$ cat src/rtl/video_pkg.sv
// ---------------------------------------------------------------------------
// video_pkg
// Shared definitions for the raster generator: default 640x480@60 timing,
// test pattern encodings, raster phase states, bar colours and the phase
// stepping helper used by both the horizontal and vertical FSMs.
// No ports (package).
// ---------------------------------------------------------------------------
package video_pkg;

   // Default 640x480@60 timing (25.175 MHz pixel clock)
   localparam int VID_H_ACTIVE = 640;
   localparam int VID_H_FP     = 16;
   localparam int VID_H_SYNC   = 96;
   localparam int VID_H_BP     = 48;
   localparam int VID_V_ACTIVE = 480;
   localparam int VID_V_FP     = 10;
   localparam int VID_V_SYNC   = 2;
   localparam int VID_V_BP     = 33;
   localparam logic VID_HSYNC_POL = 1'b0;
   localparam logic VID_VSYNC_POL = 1'b0;

   // Test pattern select encodings
   typedef enum logic [1:0] {
      PAT_BARS  = 2'd0,
      PAT_GRAD  = 2'd1,
      PAT_CHECK = 2'd2,
      PAT_SOLID = 2'd3
   } pattern_t;

   // Phase of one raster axis
   typedef enum logic [1:0] {
      PH_ACTIVE = 2'd0,
      PH_FP     = 2'd1,
      PH_SYNC   = 2'd2,
      PH_BP     = 2'd3
   } phase_t;

   // Colour bar palette, {r,g,b}, left to right
   localparam logic [23:0] BAR_WHITE   = 24'hFFFFFF;
   localparam logic [23:0] BAR_YELLOW  = 24'hFFFF00;
   localparam logic [23:0] BAR_CYAN    = 24'h00FFFF;
   localparam logic [23:0] BAR_GREEN   = 24'h00FF00;
   localparam logic [23:0] BAR_MAGENTA = 24'hFF00FF;
   localparam logic [23:0] BAR_RED     = 24'hFF0000;
   localparam logic [23:0] BAR_BLUE    = 24'h0000FF;
   localparam logic [23:0] BAR_BLACK   = 24'h000000;

   // Phase the axis enters when its counter takes the value cnt_next.
   // Each phase boundary is a single counter value, so the phase only
   // changes on those compares and otherwise holds.
   function automatic phase_t next_phase(
      input logic [11:0] cnt_next,
      input phase_t      cur,
      input logic [11:0] fp_start,
      input logic [11:0] sync_start,
      input logic [11:0] bp_start
   );
      phase_t nxt;
      nxt = cur;
      if (cnt_next == 12'd0)
         nxt = PH_ACTIVE;
      else if (cnt_next == fp_start)
         nxt = PH_FP;
      else if (cnt_next == sync_start)
         nxt = PH_SYNC;
      else if (cnt_next == bp_start)
         nxt = PH_BP;
      return nxt;
   endfunction

endpackage

$ cat src/rtl/video_timing_gen_if.sv
// ---------------------------------------------------------------------------
// video_timing_gen_if
// Raster output bundle from the timing generator to the colour output
// stages. master = generator side (drives), slave = consumer side.
//   red/green/blue  8-bit pixel components
//   blanking        high outside the active area
//   hsync/vsync     sync pulses at the configured polarity
//   x/y             position of the pixel currently presented
//   frame_start     one-cycle pulse with pixel (0,0)
// ---------------------------------------------------------------------------
interface video_timing_gen_if;
   logic [7:0]  red;
   logic [7:0]  green;
   logic [7:0]  blue;
   logic        blanking;
   logic        hsync;
   logic        vsync;
   logic [11:0] x;
   logic [11:0] y;
   logic        frame_start;

   modport master (
      output red, green, blue, blanking, hsync, vsync, x, y, frame_start
   );

   modport slave (
      input red, green, blue, blanking, hsync, vsync, x, y, frame_start
   );
endinterface

$ cat src/rtl/pattern_gen.sv
// ---------------------------------------------------------------------------
// pattern_gen
// Combinational test pattern colour for one pixel. Blanking is applied by
// the caller, so this block assumes the pixel is inside the active area.
//   x          horizontal position (12 bits)
//   y          low byte of vertical position
//   frame_cnt  8-bit frame counter (gradient blue)
//   pattern    frame-latched pattern select
//   solid_rgb  frame-latched {r,g,b} for the solid pattern
//   rgb        {r,g,b} colour out
// ---------------------------------------------------------------------------
module pattern_gen
   import video_pkg::*;
#(
   parameter int H_ACTIVE = VID_H_ACTIVE
)(
   input  logic [11:0] x,
   input  logic [7:0]  y,
   input  logic [7:0]  frame_cnt,
   input  pattern_t    pattern,
   input  logic [23:0] solid_rgb,
   output logic [23:0] rgb
);

   // Guard against a zero bar width for very narrow test rasters
   localparam int          BAR_W_INT = (H_ACTIVE >= 8) ? (H_ACTIVE / 8) : 1;
   localparam logic [11:0] BAR_W     = 12'(BAR_W_INT);

   logic [11:0] bar_idx;
   logic [23:0] bar_rgb;

   // Which of the eight bars x falls in; anything past the last bar is black
   always_comb begin
      bar_idx = x / BAR_W;
      case (bar_idx)
         12'd0:   bar_rgb = BAR_WHITE;
         12'd1:   bar_rgb = BAR_YELLOW;
         12'd2:   bar_rgb = BAR_CYAN;
         12'd3:   bar_rgb = BAR_GREEN;
         12'd4:   bar_rgb = BAR_MAGENTA;
         12'd5:   bar_rgb = BAR_RED;
         12'd6:   bar_rgb = BAR_BLUE;
         default: bar_rgb = BAR_BLACK;
      endcase
   end

   // Select the colour for the latched pattern
   always_comb begin
      rgb = 24'h000000;
      case (pattern)
         PAT_BARS:  rgb = bar_rgb;
         PAT_GRAD:  rgb = {x[7:0], y, frame_cnt};
         PAT_CHECK: rgb = (x[3] ^ y[3]) ? 24'hFFFFFF : 24'h000000;
         PAT_SOLID: rgb = solid_rgb;
         default:   rgb = 24'h000000;
      endcase
   end

endmodule

$ cat src/rtl/video_timing_gen.sv
// ---------------------------------------------------------------------------
// video_timing_gen
// Pixel-clock raster generator: h/v counters, phase FSMs, sync, blanking
// and test pattern, all presented through one output register stage.
//   clk          pixel clock
//   rst          asynchronous reset, active low
//   pattern_sel  test pattern select, sampled at the frame boundary
//   solid_rgb    {r,g,b} for the solid pattern, sampled with pattern_sel
//   vid          raster output bundle (master side)
// H_TOTAL and V_TOTAL must both stay below 4096 (12-bit counters).
// ---------------------------------------------------------------------------
module video_timing_gen
   import video_pkg::*;
#(
   parameter int   H_ACTIVE  = VID_H_ACTIVE,
   parameter int   H_FP      = VID_H_FP,
   parameter int   H_SYNC    = VID_H_SYNC,
   parameter int   H_BP      = VID_H_BP,
   parameter int   V_ACTIVE  = VID_V_ACTIVE,
   parameter int   V_FP      = VID_V_FP,
   parameter int   V_SYNC    = VID_V_SYNC,
   parameter int   V_BP      = VID_V_BP,
   parameter logic HSYNC_POL = VID_HSYNC_POL,
   parameter logic VSYNC_POL = VID_VSYNC_POL
)(
   input  logic               clk,
   input  logic               rst,
   input  logic [1:0]         pattern_sel,
   input  logic [23:0]        solid_rgb,
   video_timing_gen_if.master vid
);

   localparam int H_TOTAL = H_ACTIVE + H_FP + H_SYNC + H_BP;
   localparam int V_TOTAL = V_ACTIVE + V_FP + V_SYNC + V_BP;

   localparam logic [11:0] H_MAX        = 12'(H_TOTAL - 1);
   localparam logic [11:0] H_FP_START   = 12'(H_ACTIVE);
   localparam logic [11:0] H_SYNC_START = 12'(H_ACTIVE + H_FP);
   localparam logic [11:0] H_BP_START   = 12'(H_ACTIVE + H_FP + H_SYNC);
   localparam logic [11:0] V_MAX        = 12'(V_TOTAL - 1);
   localparam logic [11:0] V_FP_START   = 12'(V_ACTIVE);
   localparam logic [11:0] V_SYNC_START = 12'(V_ACTIVE + V_FP);
   localparam logic [11:0] V_BP_START   = 12'(V_ACTIVE + V_FP + V_SYNC);

   logic [11:0] h_cnt, h_next;
   logic [11:0] v_cnt, v_next;
   logic        h_wrap, v_wrap;
   phase_t      h_phase, h_phase_next;
   phase_t      v_phase, v_phase_next;
   logic [7:0]  frame_cnt;
   logic        at_origin;
   logic        active;
   pattern_t    pat_latch, pat_eff;
   logic [23:0] solid_latch, solid_eff;
   logic [23:0] pat_rgb;

   // Next counter values and next phases. The vertical axis only steps on
   // the horizontal wrap, so its phase follows whole lines.
   always_comb begin
      h_wrap       = (h_cnt == H_MAX);
      v_wrap       = (v_cnt == V_MAX);
      h_next       = h_wrap ? 12'd0 : h_cnt + 12'd1;
      v_next       = v_cnt;
      v_phase_next = v_phase;
      if (h_wrap) begin
         v_next       = v_wrap ? 12'd0 : v_cnt + 12'd1;
         v_phase_next = next_phase(v_next, v_phase, V_FP_START, V_SYNC_START, V_BP_START);
      end
      h_phase_next = next_phase(h_next, h_phase, H_FP_START, H_SYNC_START, H_BP_START);
   end

   // Counter and phase state registers
   always_ff @(posedge clk or negedge rst) begin
      if (!rst) begin
         h_cnt   <= 12'd0;
         v_cnt   <= 12'd0;
         h_phase <= PH_ACTIVE;
         v_phase <= PH_ACTIVE;
      end else begin
         h_cnt   <= h_next;
         v_cnt   <= v_next;
         h_phase <= h_phase_next;
         v_phase <= v_phase_next;
      end
   end

   // Frame counter for the gradient pattern; steps when the whole raster wraps
   always_ff @(posedge clk or negedge rst) begin
      if (!rst)
         frame_cnt <= 8'd0;
      else if (h_wrap && v_wrap)
         frame_cnt <= frame_cnt + 8'd1;
   end

   // Pattern controls are taken at the origin and bypassed straight through
   // for that pixel, so the whole frame, (0,0) included, uses one setting.
   always_comb begin
      at_origin = (h_cnt == 12'd0) && (v_cnt == 12'd0);
      pat_eff   = at_origin ? pattern_t'(pattern_sel) : pat_latch;
      solid_eff = at_origin ? solid_rgb : solid_latch;
      active    = (h_phase == PH_ACTIVE) && (v_phase == PH_ACTIVE);
   end

   // Frame-boundary latch of the pattern controls
   always_ff @(posedge clk or negedge rst) begin
      if (!rst) begin
         pat_latch   <= PAT_BARS;
         solid_latch <= 24'h000000;
      end else if (at_origin) begin
         pat_latch   <= pattern_t'(pattern_sel);
         solid_latch <= solid_rgb;
      end
   end

   pattern_gen #(
      .H_ACTIVE (H_ACTIVE)
   ) u_pattern (
      .x         (h_cnt),
      .y         (v_cnt[7:0]),
      .frame_cnt (frame_cnt),
      .pattern   (pat_eff),
      .solid_rgb (solid_eff),
      .rgb       (pat_rgb)
   );

   // Single output register stage: everything presented after an edge
   // describes the counter state held before that edge.
   always_ff @(posedge clk or negedge rst) begin
      if (!rst) begin
         vid.red         <= 8'h00;
         vid.green       <= 8'h00;
         vid.blue        <= 8'h00;
         vid.blanking    <= 1'b1;
         vid.hsync       <= ~HSYNC_POL;
         vid.vsync       <= ~VSYNC_POL;
         vid.x           <= 12'd0;
         vid.y           <= 12'd0;
         vid.frame_start <= 1'b0;
      end else begin
         vid.red         <= active ? pat_rgb[23:16] : 8'h00;
         vid.green       <= active ? pat_rgb[15:8]  : 8'h00;
         vid.blue        <= active ? pat_rgb[7:0]   : 8'h00;
         vid.blanking    <= ~active;
         vid.hsync       <= (h_phase == PH_SYNC) ? HSYNC_POL : ~HSYNC_POL;
         vid.vsync       <= (v_phase == PH_SYNC) ? VSYNC_POL : ~VSYNC_POL;
         vid.x           <= h_cnt;
         vid.y           <= v_cnt;
         vid.frame_start <= at_origin;
      end
   end

endmodule

$ cat src/flat_wrapper.sv
// flat-port wrapper written by rule: the top's interface ports become plain ports
module video_timing_gen_flat import video_pkg::*;
#(
   parameter int   H_ACTIVE  = VID_H_ACTIVE,
   parameter int   H_FP      = VID_H_FP,
   parameter int   H_SYNC    = VID_H_SYNC,
   parameter int   H_BP      = VID_H_BP,
   parameter int   V_ACTIVE  = VID_V_ACTIVE,
   parameter int   V_FP      = VID_V_FP,
   parameter int   V_SYNC    = VID_V_SYNC,
   parameter int   V_BP      = VID_V_BP,
   parameter logic HSYNC_POL = VID_HSYNC_POL,
   parameter logic VSYNC_POL = VID_VSYNC_POL
)
  (clk, rst, pattern_sel, solid_rgb, vid_red, vid_green, vid_blue, vid_blanking, vid_hsync, vid_vsync, vid_x, vid_y, vid_frame_start);
  video_timing_gen_if vid_i ();
  input  logic clk;
  input  logic rst;
  input  logic [1:0] pattern_sel;
  input  logic [23:0] solid_rgb;
  output wire logic [$bits(vid_i.red)-1:0] vid_red;
  output wire logic [$bits(vid_i.green)-1:0] vid_green;
  output wire logic [$bits(vid_i.blue)-1:0] vid_blue;
  output wire logic [$bits(vid_i.blanking)-1:0] vid_blanking;
  output wire logic [$bits(vid_i.hsync)-1:0] vid_hsync;
  output wire logic [$bits(vid_i.vsync)-1:0] vid_vsync;
  output wire logic [$bits(vid_i.x)-1:0] vid_x;
  output wire logic [$bits(vid_i.y)-1:0] vid_y;
  output wire logic [$bits(vid_i.frame_start)-1:0] vid_frame_start;
  assign vid_red = vid_i.red;
  assign vid_green = vid_i.green;
  assign vid_blue = vid_i.blue;
  assign vid_blanking = vid_i.blanking;
  assign vid_hsync = vid_i.hsync;
  assign vid_vsync = vid_i.vsync;
  assign vid_x = vid_i.x;
  assign vid_y = vid_i.y;
  assign vid_frame_start = vid_i.frame_start;
  video_timing_gen #(.H_ACTIVE(H_ACTIVE), .H_FP(H_FP), .H_SYNC(H_SYNC), .H_BP(H_BP), .V_ACTIVE(V_ACTIVE), .V_FP(V_FP), .V_SYNC(V_SYNC), .V_BP(V_BP), .HSYNC_POL(HSYNC_POL), .VSYNC_POL(VSYNC_POL)) u_core (.clk(clk), .rst(rst), .pattern_sel(pattern_sel), .solid_rgb(solid_rgb), .vid(vid_i));
endmodule
$ cat config.mk
export PLATFORM = sky130hd
export DESIGN_NAME = video_timing_gen_flat
export DESIGN_NICKNAME = d
export VERILOG_FILES = /design/src/rtl/video_pkg.sv /design/src/rtl/video_timing_gen_if.sv /design/src/rtl/pattern_gen.sv /design/src/rtl/video_timing_gen.sv /design/src/flat_wrapper.sv
export SDC_FILE = /design/constraint.sdc
export NUM_CORES = 1
export LEC_CHECK = 0
export BUFFER_PORTS_ARGS = -buffer_cell sky130_fd_sc_hd__buf_4
export CAP_MARGIN = 20
export CORE_UTILIZATION = 62
export DETAILED_ROUTE_END_ITERATION = 8
export GPL_ROUTABILITY_DRIVEN = 0
export PLACE_DENSITY = 0.85
export SLEW_MARGIN = 10
export SYNTH_ARGS = -nofsm -noshare
export SYNTH_HDL_FRONTEND = slang
export SYNTH_SLANG_ARGS = --single-unit
$ cat constraint.sdc
create_clock -name clk -period 5.8 [get_ports clk]
set_input_delay 0.58 -clock clk [delete_from_list [all_inputs] [get_ports clk]]
set_output_delay 0.58 -clock clk [all_outputs]
set_load 0.01 [all_outputs]
After elaboration in Yosys (flattened, before gate mapping)

Cells that the tools add are included.

Bitwise gates (word level): 2
Multiplexer cells: 20
Reductions and logical operators: 14
$add $sub $neg: 3
Eq/ne operators: 19
Div/mod/pow operators: 1

Operator list:

| cell                    | number |
|---|---|
| $pmux W24 S7            | 1 |
| $pmux W24 S4            | 1 |
| $eq A12 B10 Y1 const B  | 5 |
| $logic_not A12 Y1       | 5 |
| $mux W24                | 2 |
| $eq A12 B3 Y1 const B   | 3 |
| $eq A12 B9 Y1 const B   | 3 |
| $add A12 B1 Y12 const B | 2 |
| $eq A12 B2 Y1 const B   | 2 |
| $mux W12                | 2 |
| $mux W8                 | 3 |
| $mux W2                 | 9 |
| $div A12 B7 Y12 const B | 1 |
| $eq A12 B1 Y1 const B   | 1 |
| $add A8 B1 Y8 const B   | 1 |
| $eq A2 B2 Y1 const B    | 4 |
| $reduce_bool A4 Y1      | 2 |
| $logic_not A2 Y1        | 3 |
| $logic_and A1 B1 Y1     | 3 |
| $eq A2 B1 Y1 const B    | 1 |
| $mux W1                 | 2 |
| $reduce_and A2 Y1       | 1 |
| $not A1 Y1              | 1 |
| $xor A1 B1 Y1           | 1 |

Output and inout port bits: 52
Bits of input ports: 28
Bits in registers: 114
Logic and storage cells: 75

Longest topological paths before layout

Gate-level depths: netlist of run 1.

Word-level depth: 7
Gate-level depth with buffers: 12
Mapped depth without buffers: 10

Cells and area by module

From an unflattened synthesis of run 1, not the netlist that was laid out.

Cell total of the unflattened synthesis: 568
Area, all modules: 5963.2 µm²

Modules (own cells, without submodules):

| module           | area an instance (µm²) | instances | sequential area each (µm²) | cells each |
|---|---|---|---|---|
| video_timing_gen | 4898.4                 | 1         | 2856.5                     | 419 |
| pattern_gen      | 1064.8                 | 1         | 0.0                        | 149 |

Worst setup path after synthesis of run 1

Ideal clock, no wire load.

Kind: register -> register
Start: reg u_core.h_cnt[10]
End: reg u_core.vid.blue[0]
Buffers on the path: 0
Setup slack: 3.357 ns
Setup time: 0.139 ns
Data arrival time: 2.304 ns
Required time: 5.661 ns
Clock period less this slack: 2.443 ns
Stages on the path, launching flop included: 9
Cell sequence: dfrtp_1 > nand2b_2 > and4_4 > a221o_2 > a2111oi_4 > nor4_1 > and4_4 > a2111oi_4 > nor2_1

Word-level cells in the longest chain between the ends: 6
Elaborated cells on any way between the ends: 19
Those cells by class: div: 1; eq/ne: 9; mux: 5; reduce/logical: 4

RTL lines:

| element                                                 | RTL line                  | RTL |
|---|---|---|
| start, declared                                         | video_timing_gen.sv:45    | `logic [11:0] h_cnt, h_next;` |
| start signal, assigned                                  | video_timing_gen.sv:80    | `h_cnt <= h_next;` |
| branches (longest 4 deep; another with $div A12 B7 Y12) | n/a                       |  |
| $pmux W24 S4 (*)                                        | pattern_gen.sv:50         | `case (pattern)` |
| $mux W8 (*)                                             | video_timing_gen.sv:142   | `vid.blue <= active ? pat_rgb[7:0] : 8'h00;` |
| end signal, assigned                                    | video_timing_gen.sv:142   |  |
| end, declared                                           | video_timing_gen_if.sv:23 | `output red, green, blue, blanking, hsync, vsync, x, y, frame_start` |

Mark *: on every way between the ends.
A chain may end at the register's enable or synchronous reset.

Worst setup path after layout of run 1

Start: reg u_core.v_cnt[1]
End: reg u_core.vid.blue[3]

Word-level cells in the longest chain between the ends: 6
Elaborated cells on any way between the ends: 10
Those cells by class: eq/ne: 3; mux: 4; reduce/logical: 3

RTL lines:

| element                                    | RTL line                | RTL |
|---|---|---|
| start, declared                            | video_timing_gen.sv:46  | `logic [11:0] v_cnt, v_next;` |
| start signal, assigned                     | video_timing_gen.sv:81  | `v_cnt <= v_next;` |
| $logic_not A12 Y1 (*)                      | video_timing_gen.sv:98  | `at_origin = (h_cnt == 12'd0) && (v_cnt == 12'd0);` |
| $logic_and A1 B1 Y1 (*)                    | video_timing_gen.sv:98  |  |
| $mux W2                                    | video_timing_gen.sv:99  | `pat_eff = at_origin ? pattern_t'(pattern_sel) : pat_latch;` |
| $eq A2 B2 Y1, or another cell as far along | pattern_gen.sv:50       |  |
| $pmux W24 S4 (*)                           | pattern_gen.sv:50       |  |
| $mux W8 (*)                                | video_timing_gen.sv:142 |  |

Every way passes the cells marked *; elsewhere a longest branch is shown, timed or not.

==> results of run 1 <==
[flip-flops by register name, summed over array words and instances (netlist names)]
| register | cells |
|---|---|
| u_core.vid.blanking | 1 |
| u_core.vid.red | 8 |
| u_core.vid.frame_start | 1 |
| u_core.frame_cnt | 8 |
| u_core.h_phase | 2 |
| u_core.vid.vsync | 1 |
| u_core.vid.y | 12 |
| u_core.vid.green | 8 |
| u_core.vid.x | 12 |
| u_core.h_cnt | 12 |
| u_core.vid.blue | 8 |
| u_core.solid_latch | 24 |
| u_core.pat_latch | 2 |
| u_core.vid.hsync | 1 |
| u_core.v_cnt | 12 |
| u_core.v_phase | 2 |
[final timing paths]
check | startpoint | endpoint | slack (ns)
worst max-delay path | u_core.v_cnt[1] | u_core.vid.blue[3] | 2.41
worst min-delay path | rst | u_core.vid.y[7] | 0.06
worst max register to register | u_core.v_cnt[1] | u_core.vid.blue[3] | 2.41
worst min register to register | u_core.v_phase[1] | u_core.vid.vsync | 0.44
max in group asynchronous | rst | u_core.vid.red[2] | 4.52
min in group clk | solid_rgb[1] | u_core.solid_latch[1] | 0.27
[cells in the final DEF (no fill, tap or decap), types with 3 or more instances in the layout]
cell type,count
a21oi_1,21
nor2_1,70
mux2i_1,4
xnor2_1,20
nor4b_1,4
o31ai_1,4
o21ai_1,5
nand2b_1,13
nand3_1,11
nor3_1,13
nand2_1,137
buf_4,83
ha_1,7
clkinv_2,4
a31oi_1,31
o2111ai_1,3
nor3b_1,3
inv_1,12
o21ai_0,37
nor2b_1,4
dfstp_2,3
xor2_1,8
o211ai_1,3
clkbuf_16,16
dfrtp_1,111
o22ai_1,5
nand4_1,8
nor4_1,6
and3_1,9
clkbuf_1,4
clkinvlp_4,3
a211oi_1,10
mux2_2,3
[per-layer routing]
layer,share of wire,vias up,global-route usage
met5,0,-,0
met4,0.029,0,0.149
met3,0.076,50,0.0617
met2,0.48,280,0.459
met1,0.41,2417,0.415
li1,-,2391,-
[area by class of cell]
class	count	area (sq um)
clock inverters	10	111
repair buffers	83	623
flip-flops and latches	114	2860
multi-input cells	481	2720
fillers	621	2210
clock buffers	22	443
inverters	14	52.6
well taps	111	139
[worst reg2reg max path: cells and delay by family (launching register included)]
family          cells  cell delay, ns
compound gates      3            0.86
fa+ha+maj           1            0.15
buf+inv             3            0.89
flops               1            0.47
simple gates        5            0.89
[metrics by stage]
| step | util | instance area (sq um) | hold WS [ns] |
|---|---|---|---|
| floorplan | - | 5820 | 0.284 |
| global placement | 0.698 | 6390 | 0.431 |
| detailed placement | 0.698 | 6390 | 0.434 |
| CTS | 0.758 | 6940 | 0.0955 |
| global route | 0.758 | 6940 | 0.130 |
| finish | 0.758 | 6940 | 0.0646 |
[cells by family after synthesis]
| logic type | Yosys count | share of synthesized area |
|---|---|---|
| simple gates | 299 | 0.238 |
| compound gates | 139 | 0.156 |
| flops | 114 | 0.490 |
| buf+inv | 56 | 0.0443 |
| xor+xnor | 28 | 0.0421 |
| mux | 8 | 0.0146 |
| fa+ha+maj | 7 | 0.0150 |
[power breakdown]
| group | switching, mW | internal [mW] |
|---|---|---|
| Clock | 0.353 | 0.618 |
| Sequential | 0.0103 | 0.819 |
| Combinational | 0.0665 | 0.0483 |
==> results.json, run 1 <==
{
  "finalNonFillerCells": 835,
  "num_vias": 5138,
  "synth_cell_types": 68,
  "drcViolationCount": 0,
  "total_power_mw": 1.92,
  "path_buf_inv": 3,
  "ir_drop_mv": 0.206,
  "clock_sinks": 114,
  "relSlewSlack": 0.417,
  "reg2reg_depth": 12,
  "cts.path.max_buffers": 2,
  "initial_core_util": 0.636,
  "clk_latency_ns": 0.52,
  "vias_per_cell": 6.15,
  "path_class": "register to register",
  "die_w_um": 98.9,
  "path_clk_slew_ns": 0.06,
  "ioPinCount": 80,
  "ys_ff_latch": 114,
  "final-max-slew-violation-count": 0,
  "place_ws_ns": 2.47,
  "grt.total_usage": 0.302,
  "period_share": 0.585,
  "yosys.area.top_type": "dfrtp_1",
  "cts_tree": "yes",
  "ys.flop_type": "dfrtp_1",
  "diodes": 0,
  "final_nets": 746,
  "yosysTopAreaCellShare": 0.477,
  "leakage_nw": 3.19,
  "status": "finished, final reports clean",
  "grt_pass1_wl_um": 23000,
  "critPathMaxFanout": 47,
  "synth_area_leaders": "dfrtp_1 (48%), nand2_1 (8.8%), nor2_1 (4.5%), a31oi_1 (3.3%), o21ai_0 (3.2%)",
  "max_cap_viol_count": 0,
  "post_drt_wl_per_cell_um": 16.8,
  "power.density_nw_per_um2": 276,
  "drt-total-wl_um": 14000,
  "cp_slowest_cell": "a21oi_1",
  "yosys_warnings": 0,
  "cts_hold_buf": 0,
  "cts_inserted_buffers": 17,
  "period_needed_ns": 3.39,
  "worstMarginPinSlew_ns": 0.875,
  "clock.fmax_ghz": 0.295,
  "worstPathArrival_ns": 3.78,
  "drtAntennaViolNets": 0,
  "cts_setup_buffers": 0,
  "synth.most_common_cell": "nand2_1",
  "critical-path-top-delay-family": "buffers and inverters",
  "hold_viol": 0,
  "drive_above_1_share": 0.181,
  "postSynthAreaPerCell_sq_um": 8.95,
  "synthTopCellsByCount": "nand2_1 (137), dfrtp_1 (111), nor2_1 (70)",
  "core-area_sq_um": 9150,
  "setup.worst_path.end_class": "register",
  "synth_edf_count": 0,
  "async_flop_share": 1.00,
  "finalSetupViolations": 0,
  "cp-start-kind": "register",
  "syn-num-nets": 686,
  "cp_num_cells": 12,
  "synthToLayoutAreaGrowth_pct": 19.2,
  "path_cells": "inv_1 > ha_1 > nor4b_1 > nand2_1 > nor4_2 > buf_4 > a211oi_1 > a21oi_1 > buf_4 > o21ai_0 > nand2_1 > nor2_1",
  "slowest_delay_ns": 0.63,
  "finalWorstSetupSlack_ns": 2.41,
  "die_h_um": 98.9,
  "drtIter0Drc": 418,
  "grt_max_degree": 68,
  "port_buffers": 79,
  "yosysSeqAreaShare": 0.490,
  "overflow": 0,
  "antenna_found_initial": 0,
  "row_count": 35,
  "hold_class": "input pin to asynchronous set/reset pin",
  "syn_inst": 651,
  "rsz0062_at_grt": "false",
  "die-area_sq_um": 9790,
  "numPlacedInstances": 803,
  "grt_pass1_vias": 4748,
  "fin_skew_ns": 0.00966,
  "htreeDepth": 4,
  "first_pass_iters": 8,
  "crit_required_ns": 6.18,
  "ctsResizeCount": 0,
  "clockRootBuffer": "clkbuf_8",
  "fin_tns_setup_ns": 0,
  "dp_hpwl_um": 9100,
  "synth.cell_area_sq_um": 5820
}
Note: power is estimated with default switching activity, not from simulation.
==> run 2, diff against run 1 <==
--- a/config.mk
+++ b/config.mk
@@ -7,10 +7,10 @@
 export LEC_CHECK = 0
 export BUFFER_PORTS_ARGS = -buffer_cell sky130_fd_sc_hd__buf_4
 export CAP_MARGIN = 20
-export CORE_UTILIZATION = 62
+export CORE_UTILIZATION = 58
 export DETAILED_ROUTE_END_ITERATION = 8
 export GPL_ROUTABILITY_DRIVEN = 0
-export PLACE_DENSITY = 0.85
+export PLACE_DENSITY = 0.8
 export SLEW_MARGIN = 10
 export SYNTH_ARGS = -nofsm -noshare
 export SYNTH_HDL_FRONTEND = slang
==> constraint.sdc (replaced) <==
create_clock -name clk -period 3.4 [get_ports clk]
set_input_delay 0.34 -clock clk [delete_from_list [all_inputs] [get_ports clk]]
set_output_delay 0.34 -clock clk [all_outputs]
set_load 0.01 [all_outputs]
==> results.json, run 2 (synthesis gave the netlist of run 1 again) <==
{
  "status": "finished, final reports clean",
  "finalSetupViolations": 0,
  "path_clk_slew_ns": 0.06,
  "multi_input_area_sq_um": 2720,
  "clock_sinks": 114,
  "drtAntennaViolNets": 0,
  "grt.total_usage": 0.288,
  "cp-start-kind": "register",
  "rsz0062_at_grt": "false",
  "diodes": 0,
  "max_cap_viol_count": 0,
  "die-area_sq_um": 10400,
  "first_pass_iters": 5,
  "grt_max_degree": 115,
  "row_count": 36,
  "fin_tns_setup_ns": 0,
  "relSlewSlack": 0.518,
  "drive_above_1_share": 0.195,
  "crit_required_ns": 3.82,
  "drcViolationCount": 0,
  "worstPathArrival_ns": 3.49,
  "cts.path.max_buffers": 2,
  "die_w_um": 102,
  "ir_drop_mv": 0.330,
  "worstMarginPinSlew_ns": 0.722,
  "top_register": "u_core.solid_latch",
  "path_class": "register to register",
  "setup.worst_path.end_class": "register",
  "final-max-slew-violation-count": 0,
  "power.density_nw_per_um2": 446,
  "fillers": 739,
  "r2r_slack_ns": 0.32,
  "hold_class": "input pin to register",
  "clockRootBuffer": "clkbuf_8",
  "overflow": 0,
  "critPathMaxFanout": 38,
  "port_buffers": 79,
  "layout_commonest_cell": "nand2_1",
  "fin_area_sq_um": 7050,
  "antenna_found_initial": 0,
  "layout_common_cells": "nand2_1 (137), dfrtp_1 (111), buf_4 (95)",
  "seqCellArea_sq_um": 2860,
  "whs_ns": 0.0309,
  "fin_skew_ns": 0.0114,
  "die_h_um": 102,
  "cts_setup_buffers": 0,
  "place_ws_ns": 0.401,
  "place_area_sq_um": 6530,
  "synthToLayoutAreaGrowth_pct": 21.1,
  "post_drt_wl_per_cell_um": 16.0,
  "cts_inserted_buffers": 17,
  "hold_viol": 0,
  "finalWorstSetupSlack_ns": 0.323,
  "cts_tree": "yes",
  "largest_register_ffs": 24,
  "vias_per_cell": 5.90,
  "clk_latency_ns": 0.52,
  "grt_pass1_vias": 4784,
  "core-area_sq_um": 9770,
  "drt-total-wl_um": 13900,
  "drtIter0Drc": 268,
  "period_needed_ns": 3.08,
  "leakage_nw": 3.25,
  "dp_hpwl_um": 9370,
  "ioPinCount": 80,
  "period_share": 0.905,
  "initial_core_util": 0.596,
  "num_vias": 5139,
  "clock.fmax_ghz": 0.325,
  "grt_pass1_wl_um": 22800,
  "htreeDepth": 4,
  "final_nets": 760
}
==> run 2: changes by cell type in the layout (fill, tap and decap cells not counted), sizes merged <==
cell         before  now
buf              83   96
bufinv            2    0
clkbuf           22   23
clkinv            6    7
dlygate4sd3       0    1
==> run 2: critical path, stage by stage (launching register included) <==
cell      delay [ns]
dfrtp_1         0.47
inv_1           0.15
ha_1            0.16
nor4b_1         0.23
nand2_1         0.21
nor4_4          0.37
mux2_2          0.70
nor2_1          0.09
a31oi_1         0.22
nand2_1         0.11
a211oi_1        0.27
==> run 2: per-stage QoR <==
step / utilization / power, mW / instances
finish: 0.721 / 3.14 / 871
global route: 0.721 / 3.25 / 871
CTS: 0.721 / 3.16 / 871
detailed placement: 0.668 / 1.63 / 838
global placement: 0.668 / 1.63 / 838
floorplan: - / 1.52 / 651
==> run 2: timing repair <==
item / CTS / global route
resized for setup: 0 / 0
endpoints found under the hold margin: 111 / 0
hold buffers: 1 / 0
==> run 2: cell type report <==
type | instances | share of cell area
flip-flops and latches | 114 | 0.405
clock buffers | 23 | 0.0648
well taps | 133 | 0.0236
inverters | 14 | 0.00745
repair buffers | 97 | 0.105
multi-input cells | 481 | 0.385
clock inverters | 9 | 0.00852
==> run 2: where the power goes <==
part	internal (mW)	switching (mW)
clock network	0.928	0.603
logic	0.0849	0.112
registers	1.40	0.0174
total	2.41	0.732
==> run 2: routing by layer <==
metal | vias to the layer above | track usage | wire length (um)
li1 | 2421 | - | -
met1 | 2433 | 0.377 | 5800
met2 | 252 | 0.468 | 6850
met3 | 33 | 0.0527 | 926
met4 | 0 | 0.131 | 327
met5 | - | 0 | 0
==> run 2: final timing paths <==
| check | end | cells past startpoint | startpoint |
|---|---|---|---|
| min in group asynchronous | u_core.vid.y[7] | 3 | rst |
| worst max-delay path | u_core.vid.red[1] | 10 | u_core.v_cnt[1] |
| worst max register to register | u_core.vid.red[1] | 10 | u_core.v_cnt[1] |
| worst min-delay path | u_core.solid_latch[5] | 3 | solid_rgb[5] |
| max in group asynchronous | u_core.v_cnt[7] | 3 | rst |
| worst min register to register | u_core.vid.hsync | 1 | u_core.h_phase[1] |
==> run 3, diff against run 2 <==
--- a/config.mk
+++ b/config.mk
@@ -11,6 +11,7 @@
 export DETAILED_ROUTE_END_ITERATION = 8
 export GPL_ROUTABILITY_DRIVEN = 0
 export PLACE_DENSITY = 0.8
+export RECOVER_POWER = 100
 export SLEW_MARGIN = 10
 export SYNTH_ARGS = -nofsm -noshare
 export SYNTH_HDL_FRONTEND = slang
==> results.json, run 3 (synthesis gave the netlist of run 1 again) <==
{
  "overflow": 0,
  "cts_tree": "yes",
  "fillers": 806,
  "pwr-share-seq": 0.454,
  "row_count": 36,
  "clockRootBuffer": "clkbuf_8",
  "path_cells": "clkbuf_1 > o2111ai_1 > a31oi_1 > or2_2 > o211ai_1 > and4_1 > a2111oi_4 > nor2_1",
  "fin_tns_setup_ns": 0,
  "cts.path.max_buffers": 2,
  "power_frac_comb": 0.057,
  "worstPathArrival_ns": 3.56,
  "grt_pass1_wl_um": 22800,
  "hold_class": "input pin to register",
  "whs_ns": 0.0350,
  "r2r-start": "u_core.h_cnt[7]",
  "worstMarginPinSlew_ns": 2.44,
  "clkPwrFrac": 0.490,
  "startpoint": "u_core.h_cnt[7]",
  "period_needed_ns": 3.19,
  "path_class": "register to register",
  "min_from": "solid_rgb[5]",
  "power.density_nw_per_um2": 458,
  "clock.fmax_ghz": 0.313,
  "setup.worst_path.end_class": "register",
  "drive_above_1_share": 0.114,
  "relSlewSlack": -0.624,
  "multi_input_area_sq_um": 2710,
  "seqCellArea_sq_um": 2860,
  "finalSetupViolations": 0,
  "layout_commonest_cell": "nand2_1",
  "largest_register_ffs": 24,
  "final_nets": 760,
  "path_buf_inv": 1,
  "max_cap_viol_count": 1,
  "ir_drop_mv": 0.328,
  "slowest_delay_ns": 0.70,
  "intPower_mw": 2.39,
  "layout_common_cells": "nand2_1 (137), dfrtp_1 (111), nor2_1 (70)",
  "critical-path-top-delay-family": "compound AO/OA/AOI/OAI gates",
  "drtIter0Drc": 260,
  "fin_skew_ns": 0.0126,
  "crit_required_ns": 3.77,
  "clock_sinks": 114,
  "first_pass_iters": 5,
  "die-area_sq_um": 10400,
  "htreeDepth": 4,
  "drcViolationCount": 0,
  "power.switching_mw": 0.729,
  "top_register": "u_core.solid_latch",
  "die_w_um": 102,
  "period_share": 0.939,
  "drtAntennaViolNets": 0,
  "ioPinCount": 80,
  "critPathMaxFanout": 17,
  "hold_viol": 0,
  "grt_pass1_vias": 4784,
  "cts_inserted_buffers": 17,
  "antenna_found_initial": 0,
  "final-max-slew-violation-count": 115,
  "switching_share": 0.234,
  "post_drt_wl_per_cell_um": 16.0,
  "dp_hpwl_um": 9370,
  "grt_max_degree": 115,
  "clk_latency_ns": 0.52,
  "status": "complete, but fails checks",
  "port_buffers": 79,
  "cts_setup_buffers": 0,
  "path_clk_slew_ns": 0.06,
  "rsz0062_at_grt": "false",
  "drt-total-wl_um": 14000,
  "leakage_nw": 3.02,
  "synthToLayoutAreaGrowth_pct": 17.0,
  "grt.total_usage": 0.288,
  "diodes": 0,
  "violations": "capacitance limit, slew limit",
  "core-area_sq_um": 9770,
  "num_vias": 5120,
  "cp_slowest_cell": "dfrtp_1",
  "cp-start-kind": "register",
  "vias_per_cell": 5.88,
  "die_h_um": 102,
  "initial_core_util": 0.596
}
run 3: cell count changes in the layout (fill, tap and decap cells not counted):
cell      before  now
buf_2          0    1
clkbuf_1       4   63
buf_4         95   35
and4_1         1    2
and4_4         2    1
clkbuf_4       0    1
buf_12         1    0
run 3: tightest hold or removal path, delay by kind of cell:
family,cells,cell delay (ns)
buf+inv,1,0.08
simple gates,2,0.09
run 3: path summary, 6_finish.rpt:
path                                          to  cells past startpoint  slack, ns
setup / recovery              u_core.vid.blue[0]                      8       0.21
hold / removal             u_core.solid_latch[5]                      3       0.03
setup reg to reg              u_core.vid.blue[0]                      8       0.21
hold reg to reg                 u_core.vid.hsync                      1       0.43
max in group asynchronous        u_core.vid.x[6]                      3       0.72
min in group asynchronous        u_core.v_cnt[9]                      3       1.20
run 3: cell type report:
type	count	share of cell area
Sequential cell	114	0.419
Multi-Input combinational cell	481	0.398
Timing Repair Buffer	97	0.0744
Clock buffer	23	0.0670
Tap cell	133	0.0244
Clock inverter	9	0.00882
Inverter	14	0.00771
run 3: metrics by stage:
stage	worst slack, ns	util	cells	cell area (sq um)	total power, mW
after floorplan	0.957	-	651	5820	1.52
after global placement	0.488	0.668	838	6530	1.63
after detailed placement	0.401	0.668	838	6530	1.63
after CTS	0.388	0.721	871	7050	3.16
after global routing	0.0491	0.697	871	6810	3.22
final	0.209	0.697	871	6810	3.12
run 3: power groups by stage:
stage	combinational (mW)	clock, mW	sequential [mW]
after floorplan	0.0783	0	1.44
after global placement	0.192	0	1.44
after detailed placement	0.197	0	1.44
after CTS	0.199	1.55	1.41
after global routing	0.200	1.61	1.42
final	0.176	1.53	1.41
run 3: timing repair:
item | in CTS | in global routing
endpoints found under the hold margin | 111 | 0
hold buffers | 1 | 0
gates resized for setup | 0 | 0
run 3: metal layers:
metal / wire [um] / vias up / global-route usage
li1: - / 2410 / -
met5: 0 / - / 0
met2: 6870 / 248 / 0.468
met3: 1010 / 29 / 0.0527
met1: 5820 / 2433 / 0.377
met4: 274 / 0 / 0.131
